<file path="src/rtl/vdma_frame_ptr_arbiter.sv">
// VDMA frame-buffer pointer arbiter: one writer and NUM_RD readers share a
// ring of NUM_BUF buffers, with reader locks, frame IDs and abort/repeat pulses.
module vdma_frame_ptr_arbiter #(
  parameter int NUM_BUF = 4,
  parameter int NUM_RD = 2,
  parameter int ASIZE = 29,
  parameter int FID_W = 8,
  parameter logic [8*ASIZE-1:0] BASE_ADDR_LIST = '0
) (
  input  logic                    clock,
  input  logic                    rst,
  input  logic                    wr_frame_start,
  input  logic                    wr_frame_done,
  input  logic [NUM_RD-1:0]       rd_frame_start,
  input  logic [NUM_RD-1:0]       rd_frame_done,
  output logic [2:0]              wr_point,
  output logic [ASIZE-1:0]        wr_baseaddr,
  output logic                    wr_busy,
  output logic                    wr_abort,
  output logic [3*NUM_RD-1:0]     rd_point,
  output logic [ASIZE*NUM_RD-1:0] rd_baseaddr,
  output logic [NUM_RD-1:0]       rd_valid,
  output logic [FID_W*NUM_RD-1:0] rd_frame_id,
  output logic [NUM_RD-1:0]       rd_repeat,
  output logic [7:0]              lock_mask
);

  if (NUM_BUF < NUM_RD + 2 || NUM_BUF > 8 ||
      NUM_RD < 1 || NUM_RD > 4) begin : g_bad_cfg
    $error("vdma_frame_ptr_arbiter: need NUM_BUF >= NUM_RD + 2");
  end

  localparam logic [8:0] BUF_ALL9 = (9'd1 << NUM_BUF) - 9'd1;
  localparam logic [7:0] BUF_ALL = BUF_ALL9[7:0];

  function automatic logic [ASIZE-1:0] base_of(input logic [2:0] k);
    return BASE_ADDR_LIST[32'(k)*ASIZE +: ASIZE];
  endfunction

  logic [2:0]       latest;
  logic             latest_valid;
  logic             wr_init;
  logic [FID_W-1:0] fid_cnt;
  logic [FID_W-1:0] buf_fid [8];

  logic [2:0]       rp_q [NUM_RD];
  logic [ASIZE-1:0] rb_q [NUM_RD];
  logic [FID_W-1:0] rf_q [NUM_RD];
  logic [NUM_RD-1:0] lock_q;

  logic             commit;
  logic             eff_valid;
  logic [2:0]       eff_latest;
  logic [FID_W-1:0] eff_fid;
  logic [7:0]       excl;
  logic [7:0]       cand;
  logic [2:0]       start_idx;
  logic [2:0]       sel;
  logic             found;
  logic [3:0]       idx;

  logic [2:0]        rp_n [NUM_RD];
  logic [FID_W-1:0]  rf_n [NUM_RD];
  logic [NUM_RD-1:0] lk_n;
  logic [NUM_RD-1:0] rv_n;
  logic [NUM_RD-1:0] rep_n;
  logic [7:0]        mask_n;

  // A same-cycle commit is visible to readers and to the writer's search
  assign commit     = wr_frame_done & wr_busy;
  assign eff_valid  = commit | latest_valid;
  assign eff_latest = commit ? wr_point : latest;
  assign eff_fid    = commit ? fid_cnt : buf_fid[latest];

  always_comb begin
    excl = lock_mask;
    if (eff_valid) excl = excl | (8'd1 << eff_latest);
    cand = ~excl & BUF_ALL;
  end

  always_comb begin
    if (!wr_init) start_idx = '0;
    else if (wr_point == 3'(NUM_BUF - 1)) start_idx = '0;
    else start_idx = wr_point + 3'd1;
  end

  always_comb begin
    sel = start_idx;
    found = 1'b0;
    idx = '0;
    for (int k = 0; k < NUM_BUF; k++) begin
      idx = {1'b0, start_idx} + 4'(k);
      if (idx >= 4'(NUM_BUF)) idx = idx - 4'(NUM_BUF);
      if (!found && cand[idx[2:0]]) begin
        sel = idx[2:0];
        found = 1'b1;
      end
    end
  end

  always_comb begin
    lk_n = lock_q;
    rv_n = rd_valid;
    rep_n = '0;
    mask_n = '0;
    for (int i = 0; i < NUM_RD; i++) begin
      rp_n[i] = rp_q[i];
      rf_n[i] = rf_q[i];
      if (rd_frame_start[i]) begin
        lk_n[i] = eff_valid;
        rv_n[i] = eff_valid;
        if (eff_valid) begin
          rp_n[i] = eff_latest;
          rf_n[i] = eff_fid;
          rep_n[i] = rd_valid[i] && (rf_q[i] == eff_fid);
        end
      end else if (rd_frame_done[i]) begin
        lk_n[i] = 1'b0;
      end
      if (lk_n[i]) mask_n = mask_n | (8'd1 << rp_n[i]);
    end
  end

  always_ff @(posedge clock or posedge rst) begin
    if (rst) begin
      wr_point     <= '0;
      wr_baseaddr  <= base_of(3'd0);
      wr_busy      <= 1'b0;
      wr_abort     <= 1'b0;
      wr_init      <= 1'b0;
      latest       <= '0;
      latest_valid <= 1'b0;
      fid_cnt      <= '0;
      for (int k = 0; k < 8; k++) buf_fid[k] <= '0;
      for (int i = 0; i < NUM_RD; i++) begin
        rp_q[i] <= '0;
        rb_q[i] <= base_of(3'd0);
        rf_q[i] <= '0;
      end
      lock_q    <= '0;
      rd_valid  <= '0;
      rd_repeat <= '0;
      lock_mask <= '0;
    end else begin
      wr_abort <= wr_frame_start & wr_busy & ~wr_frame_done;
      if (commit) begin
        latest           <= wr_point;
        latest_valid     <= 1'b1;
        buf_fid[wr_point] <= fid_cnt;
        fid_cnt          <= fid_cnt + 1'b1;
      end
      if (wr_frame_start) begin
        wr_point    <= sel;
        wr_baseaddr <= base_of(sel);
        wr_busy     <= 1'b1;
        wr_init     <= 1'b1;
      end else if (commit) begin
        wr_busy <= 1'b0;
      end
      for (int i = 0; i < NUM_RD; i++) begin
        rp_q[i] <= rp_n[i];
        rb_q[i] <= base_of(rp_n[i]);
        rf_q[i] <= rf_n[i];
      end
      lock_q    <= lk_n;
      rd_valid  <= rv_n;
      rd_repeat <= rep_n;
      lock_mask <= mask_n;
    end
  end

  for (genvar i = 0; i < NUM_RD; i++) begin : g_rd_out
    assign rd_point[3*i +: 3]         = rp_q[i];
    assign rd_baseaddr[ASIZE*i +: ASIZE] = rb_q[i];
    assign rd_frame_id[FID_W*i +: FID_W] = rf_q[i];
  end

endmodule

</file>
<file path="config.mk">
export PLATFORM = sky130hd
export DESIGN_NAME = vdma_frame_ptr_arbiter
export DESIGN_NICKNAME = d
export VERILOG_FILES = /design/src/rtl/vdma_frame_ptr_arbiter.sv
export SDC_FILE = /design/constraint.sdc
export NUM_CORES = 1
export LEC_CHECK = 0
export BUFFER_PORTS_ARGS = -buffer_cell sky130_fd_sc_hd__buf_2
export CAP_MARGIN = 20
export CORE_AREA = 2 2 130 132
export DETAILED_ROUTE_END_ITERATION = 16
export DIE_AREA = 0 0 132 134
export PLACE_DENSITY = 0.71
export SETUP_SLACK_MARGIN = 0.5
export SYNTH_ARGS = -nofsm -noshare
export SYNTH_HDL_FRONTEND = slang
export SYNTH_SLANG_ARGS = --single-unit
</file>
<file path="constraint.sdc">
create_clock -name clock -period 5 [get_ports clock]
set_clock_uncertainty 0.05 [all_clocks]
set_input_delay 1 -clock clock [delete_from_list [all_inputs] [get_ports clock]]
set_output_delay 1 -clock clock [all_outputs]
set_load 0.005 [all_outputs]
</file>
==> run_results.csv <==
group,metric,value,unit
outcome,outcome,"completed",
cts,numCtsBuffers,17,
critical_path,crit_top_cell,"ha_1",
synth,synth_cell_type_count,57,
cts,htree_levels,4,
critical_path,cp_cell_sequence,"ha_1 > nand2_1 > inv_1 > ha_1 > and2_1 > and4_1 > a2111oi_0 > a22oi_1 > a21oi_1 > nor4_1 > o31ai_1",
global_route,grt-ovfl-total,0,
power_and_ir_drop,pwr-share-clk,29.4,%
critical_path,critPathRequiredTime,5.26,ns
power_and_ir_drop,power_switching_share,34.82,%
floorplanning,fp.dieArea,17690,um2
final_layout,final_common_cell,"dfrtp_1",
drt,wl,12960,um
placement,hpwl,9043,um
timing,setup_viol_count_final,0,
synth,syn-cell-area,6386,um2
cts,cts_root_buf,"clkbuf_16",
drt,drc,0,
synth,synth.avg_cell_area,11.70,um2
min_path,hold_class,"register to register",
cts,clk_pin_slew_worst_paths,0.05,ns
cts,ctsResizeCount,0,
timing,fmax,294.9,MHz
critical_path,cp-start-kind,"register",
floorplanning,io_pins,134,
power_and_ir_drop,combPwrFrac,32.6,%
final_layout,final_cells,817,
cts,cts_buffer_depth,2,
critical_path,critPathKind,"register to register",
floorplanning,row_count,47,
job,drv_cap,0,
timing,worstMarginPinSlew,0.9957,ns
drt,detail_route.iter0.violations,252,
global_route,grt_max_degree,85,
synth,yosys.area.top_type,"dfrtp_1",
global_route,grt_antenna_before_repair,0,
timing,tns,0,ns
final_layout,drive_gt1_share,28.31,%
cts,cts_tree,"done",
final_layout,area_growth,9.522,%
synth,ys_async_sr_fraction,100.0,%
placement,numPortBuffers,46,
critical_path,path_max_fanout,13,
synth,syn_inst,546,
critical_path,end_kind,"register",
critical_path,cpPeakStageDelay,0.60,ns
critical_path,path_buf_inv,1,
synth,yosysTopAreaCellShare,46.24,%
critical_path,r2r_slack,1.61,ns
drt,viasPerCell,4.815,
timing,min_period_over_period,67.83,%
timing,slew_violations,0,
critical_path,cp_top_family,"compound AO/OA/AOI/OAI gates",
timing,hold_viol_final,0,
floorplanning,die_y,134,um
drt,num_vias,3934,
timing,slew_headroom,33.62,%
floorplanning,start_util,39.20,%
power_and_ir_drop,p_switching,1.290,mW
cts,clock_latency,0.41,ns
critical_path,cp.arrival,3.66,ns
placement,placedCellCount,786,
synth,ys_top_cells_by_area,"dfrtp_1 46%, mux2_2 11%, buf_4 10%",
cts,cts_sinks,118,
floorplanning,die_w,132,um
global_route,grt_pass1_vias,3827,
power_and_ir_drop,finalPower,3.704,mW
power_and_ir_drop,power_frac_seq,38.0,%
synth,synth-edff-count,0,
power_and_ir_drop,p_per_area,529.6,nW/um2
final_layout,diodes,0,
critical_path,cp_slowest_cell,"dfrtp_1",
cts,ctsHoldBuffers,0,
placement,gp_congestion,0.8501,
synth,ys_warn_count,0,
floorplanning,core-area,16290,um2
timing,rsz0062_at_grt,"no",
drt,firstDrtPassIters,5,
cts,cts_setup_buffers,0,
synth,synth_flop_cell,"dfrtp_1",
power_and_ir_drop,p_int,2.414,mW
synth,postSynthRegisterBits,118,
final_layout,nets,598,
power_and_ir_drop,power_leakage,3.362,nW
synth,ys_seq_area_share,46.24,%
power_and_ir_drop,ir_worst_vdd,232.7,uV
final_layout,final_cell_mix,"118 x dfrtp_1, 87 x conb_1, 62 x mux2_2",
drt,wl_per_cell,15.87,um
drt,antenna_left,0,
global_route,grt_pass1_wl,20960,um
global_route,grt_util_all_layers,15.20,%
timing,min_period,3.391,ns
-- cells by family after synthesis --
logic type      Yosys count  share of synthesized area, %
compound gates           68                         6.603
xor+xnor                 21                         2.880
fa+ha+maj                 4                        0.7837
buf+inv                 126                         13.11
flops                   118                         46.24
mux                      98                         21.12
other cells               1                       0.05872
simple gates            110                         9.209
-- final timing paths --
kind	from	end	cells after the start
max	wr_point[0]	wr_point[0]	11
min	buf_fid[59]	buf_fid[59]	1
max reg2reg	wr_point[0]	wr_point[0]	11
min reg2reg	buf_fid[59]	buf_fid[59]	1
max in group asynchronous	rst	lock_mask[2]	3
min in group asynchronous	rst	buf_fid[28]	2
-- power by group through the flow --
stage / clock network, mW / logic, mW / registers, mW
2_1_floorplan: 0 / 1.09 / 1.27
3_3_place_gp: 0 / 1.17 / 1.40
3_5_place_dp: 0 / 1.19 / 1.43
4_1_cts: 1.10 / 1.20 / 1.41
5_1_grt: 1.14 / 1.33 / 1.45
6_report: 1.09 / 1.21 / 1.41
-- metrics by stage --
stage	hold slack, ns	worst slack [ns]	utilization, %	instance area, um2
after floorplan	0.4065	0.8209	-	6709
after global placement	0.4158	1.647	39.51	6436
after detailed placement	0.4296	1.529	39.51	6436
after CTS	0.4415	1.655	42.77	6967
after global routing	0.4620	1.495	42.94	6994
final	0.4402	1.609	42.94	6994
-- per-layer routing --
metal | wire (um) | up-vias | part of all wire, % | GRT usage (%)
met5 | 0 | - | 0 | 0
met3 | 754 | 14 | 5.8 | 4.006
met2 | 6335 | 123 | 49 | 24.33
met4 | 181 | 0 | 1.4 | 5.737
li1 | - | 1814 | - | -
met1 | 5692 | 1983 | 44 | 19.92
-- worst register-to-register path, cell delays in order, from the launching register on --
cell and delay [ns]:
dfrtp_1 0.60, ha_1 0.36, nand2_1 0.19, inv_1 0.14, ha_1 0.22, and2_1 0.16, and4_1 0.20, a2111oi_0 0.52
a22oi_1 0.28, a21oi_1 0.26, nor4_1 0.07, o31ai_1 0.23
-- synth_stat cells (4+ instances only) --
cell      instances
dfrtp_1         118
buf_4            87
mux2_2           62
nand2_1          46
o21ai_0          28
xnor2_1          19
clkbuf_1         18
mux4_2           14
nand2b_1         13
inv_1            12
nor2_1           11
a21oi_1          10
mux2_1            8
o22ai_1           8
buf_2             5
mux2i_1           5
mux2i_4           5
nand4_1           5
a21o_1            4
ha_1              4
or2_2             4
-- flip-flops by register name (all words and copies together) (netlist names) --
signal and flops:
wr_init 1, buf_fid 64, wr_abort 1, fid_cnt 8, lock_mask 8, wr_point 3, latest 3, lock_q 2
latest_valid 1, wr_busy 1, rd_frame_id 16, rd_valid 2, rd_repeat 2, rd_point 6
-- final cells by class --
class,instances,area [um2]
Fill cell,1503,9295
Sequential cell,118,2953
Multi-Input combinational cell,388,2919
Clock buffer,27,513.0
Tap cell,220,275.3
Timing Repair Buffer,48,265.3
Inverter,13,51.30
Clock inverter,3,17.52
(Power assumes the default switching activity.)
